**config.mk**
```make
export PLATFORM = sky130hd
export DESIGN_NAME = hazard_unit
export DESIGN_NICKNAME = d
export VERILOG_FILES = /design/src/rtl/hazard_pkg.sv /design/src/rtl/hazard_counter.sv /design/src/rtl/hazard_unit.sv
export SDC_FILE = /design/constraint.sdc
export NUM_CORES = 1
export LEC_CHECK = 0
export ABC_CLOCK_PERIOD_IN_PS = 8600
export CAP_MARGIN = 20
export CORE_MARGIN = 3
export CORE_UTILIZATION = 53
export CTS_CLUSTER_SIZE = 14
export DETAILED_ROUTE_END_ITERATION = 10
export PLACE_DENSITY = 0.89
export SLEW_MARGIN = 20
export SYNTH_ARGS = -nofsm -noshare
export SYNTH_HDL_FRONTEND = slang
export SYNTH_SLANG_ARGS = --single-unit
```
**constraint.sdc**
```tcl
create_clock -name clk -period 8.6 [get_ports clk]
set_input_delay 0.86 -clock clk [delete_from_list [all_inputs] [get_ports clk]]
set_output_delay 0.86 -clock clk [all_outputs]
set_load 0.02 [all_outputs]
```
**src/rtl/hazard_pkg.sv**
```systemverilog
// Shared encodings for the hazard unit: forward-mux selects, result-source selects,
// supervisor FSM states, and the per-operand forwarding priority function.
package hazard_pkg;

  typedef enum logic [1:0] {
    FWD_REG  = 2'b00,
    FWD_WB   = 2'b01,
    FWD_MALU = 2'b10,
    FWD_MIMM = 2'b11
  } fwd_sel_e;

  typedef enum logic [1:0] {
    RES_ALU  = 2'b00,
    RES_LOAD = 2'b01,
    RES_PC4  = 2'b10,
    RES_IMM  = 2'b11
  } result_src_e;

  typedef enum logic [1:0] {
    ST_RUN  = 2'b00,
    ST_HELD = 2'b01,
    ST_ERR  = 2'b10
  } hazard_state_e;

  // M has priority over W; M only forwards values already known (ALU or imm),
  // a load or PC+4 in M falls through to the W check.
  function automatic fwd_sel_e fwdSelect(
    input logic [4:0] rs,
    input logic [4:0] rdM,
    input logic       regWriteM,
    input logic [1:0] resultSrcM,
    input logic [4:0] rdW,
    input logic       regWriteW
  );
    logic mHit;
    logic wHit;
    mHit = regWriteM && (rdM != 5'd0) && (rdM == rs);
    wHit = regWriteW && (rdW != 5'd0) && (rdW == rs);
    if (mHit && resultSrcM == RES_ALU) return FWD_MALU;
    if (mHit && resultSrcM == RES_IMM) return FWD_MIMM;
    if (wHit) return FWD_WB;
    return FWD_REG;
  endfunction

endpackage

```
**src/rtl/hazard_counter.sv**
```systemverilog
// Saturating event counter with synchronous clear (clear wins over increment).
module hazard_counter #(
  parameter int CNT_W = 32
) (
  input  logic             clk,
  input  logic             rst,
  input  logic             inc,
  input  logic             clr,
  output logic [CNT_W-1:0] count
);

  always_ff @(posedge clk or posedge rst) begin
    if (rst) begin
      count <= '0;
    end else if (clr) begin
      count <= '0;
    end else if (inc && (count != {CNT_W{1'b1}})) begin
      count <= count + 1'b1;
    end
  end

endmodule

```
**src/rtl/hazard_unit.sv**
```systemverilog
// Pipeline hazard unit: combinational stall/flush/forward control, performance
// counters, and a sticky flag raised when the fetch stage is held two cycles in a row.
module hazard_unit
  import hazard_pkg::*;
#(
  parameter int CNT_W = 32
) (
  input  logic             clk,
  input  logic             rst,
  input  logic [4:0]       Rs1D,
  input  logic [4:0]       Rs2D,
  input  logic [4:0]       Rs1E,
  input  logic [4:0]       Rs2E,
  input  logic [4:0]       RdE,
  input  logic [4:0]       RdM,
  input  logic [4:0]       RdW,
  input  logic [1:0]       PCSrcE,
  input  logic             ResultSrcE0,
  input  logic [1:0]       ResultSrcM,
  input  logic             RegWriteM,
  input  logic             RegWriteW,
  input  logic             perf_clr,
  output logic             StallF,
  output logic             StallD,
  output logic             FlushD,
  output logic             FlushE,
  output logic [1:0]       ForwardAE,
  output logic [1:0]       ForwardBE,
  output logic [CNT_W-1:0] stall_cnt,
  output logic [CNT_W-1:0] flush_cnt,
  output logic [CNT_W-1:0] fwd_cnt,
  output logic             hazard_err,
  output hazard_state_e    dbgState
);

  logic lwStall;
  logic redirect;
  logic fwdActive;
  hazard_state_e state;

  assign lwStall  = ResultSrcE0 && (RdE != 5'd0) && ((RdE == Rs1D) || (RdE == Rs2D));
  assign redirect = (PCSrcE != 2'b00);

  // A taken redirect squashes the load-use bubble, so it also cancels the stall.
  assign FlushD = redirect;
  assign FlushE = redirect || lwStall;
  assign StallF = lwStall && !redirect;
  assign StallD = StallF;

  assign ForwardAE = fwdSelect(Rs1E, RdM, RegWriteM, ResultSrcM, RdW, RegWriteW);
  assign ForwardBE = fwdSelect(Rs2E, RdM, RegWriteM, ResultSrcM, RdW, RegWriteW);
  assign fwdActive = (ForwardAE != FWD_REG) || (ForwardBE != FWD_REG);

  // hazard_err trails the ERR state by one edge and is cleared together with it.
  always_ff @(posedge clk or posedge rst) begin
    if (rst) begin
      state      <= ST_RUN;
      hazard_err <= 1'b0;
    end else if (perf_clr) begin
      state      <= ST_RUN;
      hazard_err <= 1'b0;
    end else begin
      hazard_err <= (state == ST_ERR);
      case (state)
        ST_RUN:  if (StallF) state <= ST_HELD;
        ST_HELD: state <= StallF ? ST_ERR : ST_RUN;
        ST_ERR:  state <= ST_ERR;
        default: state <= ST_RUN;
      endcase
    end
  end

  assign dbgState = state;

  hazard_counter #(.CNT_W(CNT_W)) uStallCnt (
    .clk(clk), .rst(rst), .inc(StallF), .clr(perf_clr), .count(stall_cnt)
  );

  hazard_counter #(.CNT_W(CNT_W)) uFlushCnt (
    .clk(clk), .rst(rst), .inc(FlushD), .clr(perf_clr), .count(flush_cnt)
  );

  hazard_counter #(.CNT_W(CNT_W)) uFwdCnt (
    .clk(clk), .rst(rst), .inc(fwdActive), .clr(perf_clr), .count(fwd_cnt)
  );

endmodule

```
## Yosys cells after proc, flatten, opt, wreduce, memory -nomap -nowiden

Cells that the tools add are included.

- Register bits: 99
- Output and inout port bits: 107

- Add/subtract/negate cells: 3
- Equality and inequality tests: 13
- Muxes and demuxes: 35
- Reduce and logical (&&, ||, !) cells: 31

Operators with widths:

| kind | number |
|---|---|
| 32-bit 2-to-1 mux | 6 |
| 32-bit by 1-bit adder with 32-bit output, second input constant | 3 |
| 32-bit inequality test, second input constant | 3 |
| 5-bit equality test | 6 |
| 2-bit 2-to-1 mux | 15 |
| 1-bit logical AND | 16 |
| 5-bit nonzero test | 3 |
| 1-bit 2-to-1 mux | 13 |
| 2-bit nonzero test | 6 |
| 2-bit one-hot mux with 3 select lines | 1 |
| 2-bit equality test, second input constant | 2 |
| 2-bit zero test | 2 |
| 1-bit logical OR | 3 |
| 3-bit inequality test, second input constant | 1 |
| 2-bit by 1-bit equality test with 1-bit output, second input constant | 1 |
| 1-bit zero test | 1 |

## Longest topological paths before layout

Gate-level depths: netlist of the first run.

- Depth after elaboration: 16
- Gate-level depth with buffers: 9
- Gate-level depth less buffers: 8

## Hierarchy

A second synthesis of the first run with hierarchy kept.

- Cells, all modules: 638
- Area, all modules: 5834.3 um^2

By module, submodules not included:

| module | times used | cells an instance | area each (um^2) | sequential area each (um^2) |
|---|---|---|---|---|
| hazard_counter | 3 | 186 | 1740.4 | 800.8 |
| hazard_unit | 1 | 80 | 613.1 | 75.1 |

## Worst setup path before layout of the first run

No wires, ideal clock.

- Path type: input-to-output
- From: input port RdE[3]
- To: output port StallF
- Arrival: 2256 ps
- Slack: 5484 ps
- Cell stages on the path: 6
- Cells stage by stage: xor2_1 nor3_1 a22oi_1 nor3_1 clkbuf_1 buf_4

- Cells in the longest elaborated chain, start to end: 4

Ends and longest elaborated chain:

| what | RTL line | RTL |
|---|---|---|
| start: declaration | hazard_unit.sv:14 | `input logic [4:0] RdE,` |
| 5-bit equality test / 5-bit nonzero test (equally long branches) | hazard_unit.sv:41 | `assign lwStall = ResultSrcE0 && (RdE != 5'd0) && ((RdE == Rs1D) \|\| (RdE == Rs2D));` |
| 1-bit logical OR / 1-bit logical AND (equally long branches) | hazard_unit.sv:41 |  |
| 1-bit logical AND (*) | hazard_unit.sv:41 |  |
| 1-bit logical AND (*) | hazard_unit.sv:47 | `assign StallF = lwStall && !redirect;` |
| end: declaration | hazard_unit.sv:23 | `output logic StallF,` |

Every way passes the cells marked *; elsewhere a longest branch is shown, timed or not.

## Worst setup path after layout of the first run

- From: input port RdM[1]
- To: output port ForwardBE[0]

- Cells in the longest elaborated chain, start to end: 9

Ends and longest elaborated chain:

| what | RTL line | RTL |
|---|---|---|
| start: declaration | hazard_unit.sv:15 | `input logic [4:0] RdM,` |
| 5-bit nonzero test | hazard_pkg.sv:37 | `mHit = regWriteM && (rdM != 5'd0) && (rdM == rs);` |
| 1-bit logical AND | hazard_pkg.sv:37 |  |
| 1-bit logical AND (*) | hazard_pkg.sv:37 |  |
| 1-bit logical AND | hazard_pkg.sv:40 | `if (mHit && resultSrcM == RES_IMM) return FWD_MIMM;` |
| 2-bit 2-to-1 mux | hazard_pkg.sv:40 |  |
| 2-bit 2-to-1 mux | hazard_pkg.sv:41 | `if (wHit) return FWD_WB;` |
| 2-bit 2-to-1 mux | hazard_pkg.sv:42 | `return FWD_REG;` |
| 2-bit 2-to-1 mux | hazard_pkg.sv:41 |  |
| 2-bit 2-to-1 mux (*) | hazard_pkg.sv:40 |  |
| end: declaration | hazard_unit.sv:28 | `output logic [1:0] ForwardBE,` |

Every way passes the cells marked *; elsewhere a longest branch is shown, timed or not. The select of a mux whose other input is x is not followed.

==> summary.md, run 1 <==
| Metric | Value |
|---|---|
| Cell Area, Synth | `5840 um2` |
| Setup_tns | `0 ns` |
| Post-synthesis sequential area ratio | `42.4%` |
| TritonCTS clock tree | `built` |
| Worst Path Buf+Inv | `2` |
| R2R depth | `6` |
| Proportion of layout cells with a drive suffix above 1 | `between 5 and 6%` |
| Port bufs | `~150` |
| Worst Path Arrival | `3.12 ns` |
| Die Height | `roughly 110 um` |
| DR WL/cell | `16.6 um` |
| Final Hold Violating Endpoints | `0` |
| Initial Utilization | `a little under three fifths` |
| Commonest non-fill, non-tap cell in the layout | `clkdlybuf4s50_1` |
| Crit path max fanout | `5` |
| GRT overflow | `0` |
| Diode count | `0` |
| Pre-antenna DRT Iters | `5` |
| HP Start | `dbgState[1]` |
| FF/Latch Area | `2480 um2` |
| Largest stage delay on the critical path | `around 0.60 ns` |
| Fin crit period | `~4 ns` |
| Status | `finished, final reports clean` |
| CP Launch Type | `input port` |
| Pin count of the biggest net entering global routing | `57` |
| CP Cell Sequence | `clkdlybuf4s50_1 > or4_1 > o21a_1 > nand2_1 > o211a_1 > o21a_1 > clkdlybuf4s50_1` |
| Slew of the pin with the lowest slew margin | `0.913 ns` |
| Clock slew seen by the registers of the worst setup and hold paths | `0.10 ns` |
| # resized after CTS | `0` |
| Vias in the first global route | `5418` |
| CTS Hold Buffers Added | `0` |
| Later-pin clock latency in the skew report | `0.37 ns` |
| Core area | `10500 um2` |
| Syn Area/Cell | `9.10 um2` |
| Initial antenna violation count | `0` |
| Max-slew headroom | `39.1%` |
| Area of the multi-input gates | `3220 um2` |
| Die Wd | `111 um` |
| Num CTS Buffers | `9` |
| Final Cell Area | `7630 um2` |
| HPWL after DPL | `between 10 and 15 mm` |
| Fillers | `about 740` |
| Iter 0 DRT Violations | `408` |
| Area Growth Syn to Fin | `30.5%` |
| Ys async rst share | `100%` |
| Hold Crit Class | `flop to flop` |
| Clock buffer depth | `2` |
| Max cap viols | `0` |
| Synth Register Bits | `99` |
| R2r setup slk | `5.93 ns` |
| Data required time at the worst endpoint | `a little under 8 ns` |
| Synth unique cells | `59` |
| Postcts setup bufs | `0` |
| Pre-CTS WS | `4.63 ns` |
| Total Routed Length | `~15 mm` |
| Post-synth EDFFs | `0` |
| Row count | `37` |
| First-pass GRT wire length | `25.9 mm` |
| Launch point of the worst reg-to-reg path | `uFwdCnt.count[21]` |
| Total number of vias | `between 5000 and 6000` |
| DIE AREA | `12300 um2` |
| Setup violations, final | `0` |
| Setup CP Type | `input port to output pin` |
| DR DRC count | `0` |
| Post-route clock period utilization | `46.3%` |
| CP top delay family | `buffers and inverters` |
| Sink Count | `between 90 and 100` |
| Cell Pwr Density | `111 nW/um2` |
| Post-Syn Nets | `690` |
| CP Capture Type | `output pin` |
| Final nets | `832` |
| CTS H-Tree Depth | `3` |
| Worst Skew | `0.0116 ns` |
| Setup WS post-layout | `between 4 and 5 ns` |
| P_leak | `2.99 nW` |
| Placed instance area | `7440 um2` |
| Post-DRT Antenna Nets | `0` |
| Cells after synthesis | `642` |
| Peak supply drop | `0.0000799 V` |
| Root buffer cell | `clkbuf_8` |
| Commonest cells after routing, fill and taps aside | `clkdlybuf4s50_1 (150), dfrtp_1 (99), nor2_1 (97), xor2_1 (66), nand2_1 (46)` |
| R2R Path End | `uFwdCnt.count[25]` |
| GP Congestion | `1.01` |
| RSZ-0062 raised after global routing | `no` |
| Max Slew Vio Count | `0` |
| Predominant post-synthesis flop cell | `dfrtp_1` |
| Total GRT Usage | `between 20 and 25%` |
| Ports | `152` |
| Yosys warnings | `0` |
| Vias per cell | `6.01` |
| Hold Crit Depth | `1` |
| Worst hold endpoint | `dbgState[0]` |
| # placed instances | `909` |
| Final Non-Filler Cells | `925` |
| Power, Total | `~0.00084 W` |
| Critical Path Slowest Stage Cell | `clkdlybuf4s50_1` |
| F_max | `~0.25 GHz` |
-- worst register-to-register path, stage by stage, from the launching register on --
cell and delay (ns):
dfrtp_1 0.49, nand4_1 0.25, nor3_2 0.32, nand4_1 0.28, nor2_2 0.77, nor4b_1 0.14, mux2_2 0.31
-- sequential cells by signal (all words and copies together), names as in the netlist --
signal	count
uFlushCnt.count	32
uFwdCnt.count	32
uStallCnt.count	32
dbgState	2
hazard_err	1
-- routing by layer --
metal  global-route usage [%]  wire length [um]  up-vias
li1                         -                 -     2582
met1                     32.9              6390     2702
met2                     40.8              7430      249
met3                     6.55              1310       24
met4                     7.06               252        0
met5                        0                 0        -
-- per-stage QoR --
stage               hold slack, ns  utilization, %
finish                       0.496            72.6
global route                 0.526            72.6
CTS                          0.500            72.6
detailed placement           0.497            70.8
global placement             0.471            70.8
floorplan                    0.591               -
-- worst max path at each step --
| stage | from | end | slack, ns | depth (start not counted) |
|---|---|---|---|---|
| 2_1_floorplan | rst | dbgState[0] | 5.15 | 1 |
| 6_report | RdM[1] | ForwardBE[0] | 4.62 | 7 |
| 4_1_cts | RdE[2] | StallF | 4.63 | 6 |
| 3_3_place_gp | RdM[1] | ForwardBE[0] | 4.67 | 7 |
| 5_1_grt | RdM[1] | ForwardAE[0] | 4.54 | 7 |
| 3_5_place_dp | RdE[2] | StallF | 4.63 | 6 |
-- cell usage after synthesis, types with 2 or more instances --
| library cell | n | area share (%) |
|---|---|---|
| dfrtp_1 | 99 | 42 |
| nor2_1 | 97 | 6.2 |
| xor2_1 | 66 | 9.9 |
| nand2_1 | 46 | 3.0 |
| nand3_1 | 42 | 3.6 |
| nand4_1 | 34 | 3.6 |
| a21oi_1 | 28 | 2.4 |
| xnor2_1 | 25 | 3.7 |
| or4_1 | 19 | 2.4 |
| and3_1 | 18 | 1.9 |
| clkbuf_1 | 16 | 1.0 |
| o31ai_1 | 16 | 2.1 |
| nor3_1 | 14 | 1.2 |
| inv_1 | 10 | 0.64 |
| and4_1 | 9 | 1.3 |
| o21ai_0 | 8 | 0.69 |
| and2_1 | 7 | 0.75 |
| mux2_2 | 7 | 1.3 |
| nor2b_1 | 6 | 0.64 |
| or3_1 | 6 | 0.64 |
| nand2b_1 | 5 | 0.54 |
| o21a_1 | 4 | 0.51 |
| buf_4 | 3 | 0.39 |
| ha_1 | 3 | 0.64 |
| nor2_2 | 3 | 0.32 |
| nor3_2 | 3 | 0.51 |
| nor3_4 | 3 | 0.84 |
| nor4b_1 | 3 | 0.45 |
| a31o_1 | 2 | 0.30 |
| a32o_1 | 2 | 0.34 |
| buf_2 | 2 | 0.17 |
| buf_6 | 2 | 0.39 |
| mux2i_1 | 2 | 0.34 |
| nand3b_1 | 2 | 0.26 |
| nor3b_1 | 2 | 0.26 |
| nor4_1 | 2 | 0.21 |
| o211a_1 | 2 | 0.34 |
| o221ai_1 | 2 | 0.30 |
| or2_2 | 2 | 0.21 |
-- cells by family (layout without fill, tap and decap cells) --
| logic type | after synthesis | in the layout | synth area share [%] |
|---|---|---|---|
| AOI/OAI and AO/OA | 78 | 78 | 8.95 |
| xor gates and xnor gates | 91 | 91 | 13.6 |
| adders and majority gates | 3 | 3 | 0.642 |
| buffers and inverters | 33 | 180 | 2.61 |
| DFF | 99 | 99 | 42.4 |
| muxes | 10 | 10 | 1.88 |
| and+or+nand+nor | 328 | 328 | 29.9 |
-- power by group --
part	switching (W)	total [W]	internal [W]
combinational	0.0000479	0.0000846	0.0000367
sequential	0.00000252	0.000469	0.000467
clock	0.000169	0.000290	0.000122
total	0.000219	0.000844	0.000625
-- layout make-up --
cell class	count	share of cell area (%)
repair buffers	154	20.1
clock inverters	5	0.492
multi-input cells	510	42.2
inverters	10	0.525
clock buffers	11	1.98
well taps	136	2.23
flip-flops and latches	99	32.5
Note: power is estimated with default switching activity, not from simulation.
==> run 2, diff against run 1 <==
ABC_CLOCK_PERIOD_IN_PS = 3500   (was 8600)
CORE_UTILIZATION = 45   (was 53)
PLACE_DENSITY = 0.81   (was 0.89)
clock period = 3.5 ns   (was 8.6 ns; I/O delays follow)
==> run 2 against run 1 <==
Compared with the run above: sequential share of layout area decreased by 0.62 points; clock power grew to 3.2 times the previous value; cell count increased by 3.8%; die area grew 17%; sequential power increased by 150%; critical path depth stayed put; worst setup slack lost 4.1 ns; via count fell by 1.2%; count of clock-buffer cells in the layout is 1 higher; highest routed layer unchanged; wire length is 2.8% higher.
==> summary.md, run 2 (synthesized netlist as in run 1, its figures left out) <==
| Metric | Value |
|---|---|
| Max cap viols | `0 (unchanged)` |
| R2R depth | `7 (was 6)` |
| Slew of the pin with the lowest slew margin | `0.741 ns (was 0.913 ns)` |
| RSZ-0062 raised after global routing | `no (unchanged)` |
| Later-pin clock latency in the skew report | `0.35 ns (was 0.37 ns)` |
| Commonest cells after routing, fill and taps aside | `clkdlybuf4s50_1 (150), dfrtp_1 (99), nor2_1 (97), xor2_1 (66), nand2_1 (46) (unchanged)` |
| DR WL/cell | `16.5 um (was 16.6 um)` |
| Commonest non-fill, non-tap cell in the layout | `clkdlybuf4s50_1 (unchanged)` |
| GP Congestion | `0.902 (was 1.01)` |
| Post-DRT Antenna Nets | `0 (unchanged)` |
| Post-route clock period utilization | `84.7%` |
| Fin crit period | `between 2 and 3 ns` |
| Int Power | `0.00172 W (was 0.000625 W)` |
| Final nets | `835 (was 832)` |
| Sw frac | `24.5% (was 26.0%)` |
| Crit path max fanout | `5 (unchanged)` |
| CP Capture Type | `output pin (unchanged)` |
| Iter 0 DRT Violations | `382 (was 408)` |
| Sequential share of power | `50.6% (was 55.6%)` |
| Total GRT Usage | `22.0% (was 25.0%)` |
| Hold Crit Class | `input port to async pin (was flop to flop)` |
| # resized after CTS | `0 (unchanged)` |
| Root buffer cell | `clkbuf_16 (was clkbuf_8)` |
| Diode count | `0 (unchanged)` |
| F_max | `about 0.34 GHz` |
| Setup violations, final | `0 (unchanged)` |
| Max Slew Vio Count | `0 (unchanged)` |
| Cell Pwr Density | `294 nW/um2 (was 111 nW/um2)` |
| Clock buffer depth | `2 (unchanged)` |
| Clock power share | `40.1% (was 34.4%)` |
| Worst Skew | `0.00874 ns (was 0.0116 ns)` |
| First-pass GRT wire length | `26.2 mm (was 25.9 mm)` |
| Pre-antenna DRT Iters | `5 (unchanged)` |
| R2r setup slk | `1.01 ns (was 5.93 ns)` |
| CTS H-Tree Depth | `3 (unchanged)` |
| Max-slew headroom | `50.2% (was 39.1%)` |
| Data required time at the worst endpoint | `3.15 ns (was 7.74 ns)` |
| Clock slew seen by the registers of the worst setup and hold paths | `0.07 ns (was 0.10 ns)` |
| Row count | `40 (was 37)` |
| Switch Pwr | `0.000559 W (was 0.000219 W)` |
| Worst Path Arrival | `2.61 ns (was 3.12 ns)` |
| Peak supply drop | `0.000217 V (was 0.0000799 V)` |
| Vias per cell | `5.72 (was 6.01)` |
| Setup_tns | `0 ns (unchanged)` |
| Sink Count | `99 (unchanged)` |
| Postcts setup bufs | `0 (unchanged)` |
| Area Growth Syn to Fin | `33.1% (was 30.5%)` |
| CP Cell Sequence | `clkdlybuf4s50_1 > or4_1 > o21a_1 > nand2_1 > o211a_1 > o21a_1 > clkdlybuf4s50_1 (unchanged)` |
| Pin count of the biggest net entering global routing | `100 (was 57)` |
| Largest stage delay on the critical path | `0.60 ns (about the same)` |
| Die Wd | `120 um (was 111 um)` |
| GRT overflow | `0 (unchanged)` |
| Num CTS Buffers | `9 (unchanged)` |
| Final Non-Filler Cells | `960 (was 925)` |
| P_leak | `3.05 nW (was 2.99 nW)` |
| DIE AREA | `14400 um2 (was 12300 um2)` |
| Final Hold Violating Endpoints | `0 (unchanged)` |
| Final hold slack | `0.454 ns (was 0.496 ns)` |
| CP Launch Type | `input port (unchanged)` |
| Ports | `152 (unchanged)` |
| Comb pwr share | `9.3% (was 10.0%)` |
| Fillers | `1046 (was 741)` |
| Total Routed Length | `15.8 mm (was 15.4 mm)` |
| CTS Hold Buffers Added | `0 (unchanged)` |
| Port bufs | `151 (unchanged)` |
| Vias in the first global route | `5387 (was 5418)` |
| Total number of vias | `5490 (was 5557)` |
| Initial antenna violation count | `0 (unchanged)` |
| HPWL after DPL | `11.4 mm (was 11.1 mm)` |
| Die Height | `120 um (was 111 um)` |
| DR DRC count | `0 (unchanged)` |
| Biggest regs | `uFlushCnt.count x32, uFwdCnt.count x32, uStallCnt.count x32 (unchanged)` |
| Setup CP Type | `input port to output pin (unchanged)` |
| Proportion of layout cells with a drive suffix above 1 | `5.81% (was 5.96%)` |
| # placed instances | `944 (was 909)` |
| Core area | `12400 um2 (was 10500 um2)` |
| Critical Path Slowest Stage Cell | `clkdlybuf4s50_1 (unchanged)` |
| Initial Utilization | `47.3% (was 55.6%)` |
| TritonCTS clock tree | `built (unchanged)` |
| Status | `finished, final reports clean (unchanged)` |
run 2: cell types whose count changed in the layout (fill, tap and decap cells not counted), sizes merged:
cell      change
clkinv        +1
buf           +3
clkinvlp      -2
clkbuf        +1
run 2: final cells by class:
type	instances	area, um2	area share (%)
repair buffers	157	1570	20.1
multi-input cells	510	3220	41.4
clock inverters	4	27.5	0.354
flip-flops and latches	99	2480	31.9
clock buffers	12	236	3.04
well taps	168	210	2.70
inverters	10	40.0	0.515
run 2: worst paths after layout:
check,start,end
worst max-delay path,RdM[1],ForwardAE[0]
worst min-delay path,rst,uFwdCnt.count[10]
worst max register to register,uFwdCnt.count[21],uFwdCnt.count[12]
worst min register to register,dbgState[0],hazard_err
max in group asynchronous,rst,uFwdCnt.count[26]
min in group clk,dbgState[0],hazard_err
run 2: worst max-delay path, delay by kind of cell:
family / cells / cell delay, ns
compound gates: 3 / 0.50
buf+inv: 2 / 1.07
simple gates: 2 / 0.70
run 2: per-layer routing:
layer / track usage (%) / up-vias / wire [um]
li1: - / 2577 / -
met1: 28.1 / 2717 / 6870
met2: 36.6 / 179 / 7610
met3: 5.47 / 17 / 1110
met4: 7.09 / 0 / 228
met5: 0 / - / 0
run 2: power by group through the flow:
stage	logic, W	registers [W]	clock network, W
floorplan	0.000107	0.00118	0
global placement	0.000208	0.00118	0
detailed placement	0.000215	0.00118	0
CTS	0.000216	0.00115	0.000936
global route	0.000233	0.00115	0.000994
finish	0.000213	0.00115	0.000915
run 2: metrics by stage:
step	total power (W)	setup WS, ns	util [%]	cell area (um2)
3_5_place_dp	0.00139	0.479	60.8	7510
3_3_place_gp	0.00138	0.582	60.8	7510
2_1_floorplan	0.00129	0.560	-	5840
5_1_grt	0.00238	0.459	62.9	7780
6_report	0.00228	0.537	62.9	7780
4_1_cts	0.00231	0.545	62.9	7780
==> run 3, diff against run 2 <==
ABC_CLOCK_PERIOD_IN_PS = 3100   (was 3500)
CORE_UTILIZATION = 50   (was 45)
PLACE_DENSITY = 0.85   (was 0.81)
clock period = 3.1 ns   (was 3.5 ns; I/O delays follow)
==> run 3 against run 2 <==
Compared with the run above: clock skew down 0.0013 ns; worst hold slack worse by 0.063 ns; critical path depth unchanged; wire length down 1.1%; combinational power up 14%; die area down 9.5%; sequential cell count unchanged; worst setup slack worse by 0.33 ns; largest cell class unchanged.
==> summary.md, run 3 (synthesized netlist as in run 1, its figures left out) <==
| Metric | Value |
|---|---|
| Final hold slack | `0.392 ns (was 0.454 ns)` |
| CTS Hold Buffers Added | `0 (unchanged)` |
| Commonest cells after routing, fill and taps aside | `clkdlybuf4s50_1 (150), dfrtp_1 (99), nor2_1 (97), xor2_1 (66), nand2_1 (46) (unchanged)` |
| Area of the multi-input gates | `3220 um2 (unchanged)` |
| Iter 0 DRT Violations | `383 (was 382)` |
| Max cap viols | `0 (unchanged)` |
| Slew of the pin with the lowest slew margin | `0.822 ns (was 0.741 ns)` |
| Hold Crit Class | `input port to async pin (unchanged)` |
| Later-pin clock latency in the skew report | `0.34 ns (was 0.35 ns)` |
| Max Slew Vio Count | `0 (unchanged)` |
| Vias in the first global route | `5542 (was 5387)` |
| Setup_tns | `0 ns (unchanged)` |
| RSZ-0062 raised after global routing | `no (unchanged)` |
| Post-route clock period utilization | `93.4%` |
| Worst Skew | `0.00744 ns (was 0.00874 ns)` |
| Num CTS Buffers | `9 (unchanged)` |
| Postcts setup bufs | `0 (unchanged)` |
| Initial Utilization | `52.5% (was 47.3%)` |
| Setup CP Type | `input port to output pin (unchanged)` |
| Setup violations, final | `0 (unchanged)` |
| F_max | `0.345 GHz` |
| Die Wd | `114 um (was 120 um)` |
| DR WL/cell | `16.8 um (was 16.5 um)` |
| Pin count of the biggest net entering global routing | `80 (was 100)` |
| Die Height | `114 um (was 120 um)` |
| Commonest non-fill, non-tap cell in the layout | `clkdlybuf4s50_1 (unchanged)` |
| TritonCTS clock tree | `built (unchanged)` |
| Proportion of layout cells with a drive suffix above 1 | `5.94% (was 5.81%)` |
| Max-slew headroom | `45.2% (was 50.2%)` |
| Final nets | `834 (was 835)` |
| Clock buffer depth | `2 (unchanged)` |
| Pre-antenna DRT Iters | `5 (unchanged)` |
| CP Launch Type | `input port (unchanged)` |
| Initial antenna violation count | `0 (unchanged)` |
| P_leak | `3.06 nW (was 3.05 nW)` |
| Ports | `152 (unchanged)` |
| Vias per cell | `5.95 (was 5.72)` |
| R2r setup slk | `0.59 ns (was 1.01 ns)` |
| Core area | `11100 um2 (was 12400 um2)` |
| Total GRT Usage | `24.5% (was 22.0%)` |
| Peak supply drop | `0.000217 V (about the same)` |
| Worst Path Arrival | `2.59 ns (was 2.61 ns)` |
| # resized after CTS | `0 (unchanged)` |
| Final Hold Violating Endpoints | `0 (unchanged)` |
| Area Growth Syn to Fin | `33.3% (was 33.1%)` |
| Post-DRT Antenna Nets | `0 (unchanged)` |
| DIE AREA | `13000 um2 (was 14400 um2)` |
| R2R depth | `7 (unchanged)` |
| Root buffer cell | `clkbuf_16 (unchanged)` |
| DR DRC count | `0 (unchanged)` |
| Total number of vias | `5535 (was 5490)` |
| GP Congestion | `0.960 (was 0.902)` |
| Status | `finished, final reports clean (unchanged)` |
| First-pass GRT wire length | `26.4 mm (was 26.2 mm)` |
| Total Routed Length | `15.6 mm (was 15.8 mm)` |
| FF/Latch Area | `2480 um2 (unchanged)` |
| Row count | `38 (was 40)` |
| Biggest regs | `uFlushCnt.count x32, uFwdCnt.count x32, uStallCnt.count x32 (unchanged)` |
| HPWL after DPL | `11.2 mm (was 11.4 mm)` |
| Crit path max fanout | `5 (unchanged)` |
| Pre-CTS WS | `0.188 ns (was 0.479 ns)` |
| Data required time at the worst endpoint | `2.79 ns (was 3.15 ns)` |
| Sink Count | `99 (unchanged)` |
| Port bufs | `151 (unchanged)` |
| Setup WS post-layout | `0.204 ns (was 0.537 ns)` |
| Cell Pwr Density | `342 nW/um2 (was 294 nW/um2)` |
| Launch point of the worst reg-to-reg path | `uStallCnt.count[0] (was uFwdCnt.count[21])` |
| Fillers | `837 (was 1046)` |
| CP Capture Type | `output pin (unchanged)` |
| Diode count | `0 (unchanged)` |
| GRT overflow | `0 (unchanged)` |
| Fin crit period | `2.90 ns` |
| CTS H-Tree Depth | `3 (unchanged)` |
| R2R Path End | `uStallCnt.count[12] (was uFwdCnt.count[12])` |
| Clock slew seen by the registers of the worst setup and hold paths | `0.07 ns (about the same)` |
[run 3: cell types whose count changed in the layout (fill, tap and decap cells not counted)]
cell / delta
buf_4: -3
clkinvlp_4: +3
buf_12: +2
clkbuf_1: -2
bufinv_16: +1
clkinv_2: -1
clkinv_4: -1
[run 3: power by group]
part	leakage [nW]	total (W)	switching [W]	internal (W)
logic	1.54	0.000242	0.000136	0.000106
clock network	0.135	0.00112	0.000497	0.000626
registers	1.38	0.00130	0.00000693	0.00130
[run 3: cell type report]
class / instances / share of cell area [%]
inverter: 10 / 0.514
timing repair buffer: 156 / 20.3
multi-input combinational: 510 / 41.3
clock inverter: 6 / 0.851
clock buffer: 10 / 2.94
sequential: 99 / 31.8
tap: 140 / 2.25
[run 3: worst max path at each step]
stage | start | end | depth (start not counted)
finish | RdM[1] | ForwardAE[0] | 7
global route | RdM[2] | ForwardBE[0] | 7
CTS | RdM[1] | ForwardAE[0] | 7
detailed placement | RdM[0] | uFwdCnt.count[6] | 9
global placement | RdM[1] | ForwardBE[0] | 7
floorplan | rst | dbgState[0] | 1
[run 3: through the flow]
| step | power (W) | util, % | instance area [um2] | cells |
|---|---|---|---|---|
| after floorplan | 0.00145 | - | 5840 | 642 |
| after global placement | 0.00156 | 67.4 | 7490 | 915 |
| after detailed placement | 0.00157 | 67.4 | 7490 | 915 |
| after CTS | 0.00269 | 70.0 | 7790 | 931 |
| after global routing | 0.00276 | 70.0 | 7790 | 931 |
| final | 0.00267 | 70.0 | 7790 | 931 |
[run 3: layer usage]
layer | GRT usage (%) | wire length (um)
met3 | 5.18 | 1310
met1 | 32.2 | 6560
met2 | 40.7 | 7610
met4 | 7.68 | 178
met5 | 0 | 0
[run 3: worst max-delay path, cell delays in order]
cell	delay, ns
clkdlybuf4s50_1	0.46
or4_1	0.59
o21a_1	0.25
nand2_1	0.12
o211a_1	0.14
o21a_1	0.10
clkdlybuf4s50_1	0.59
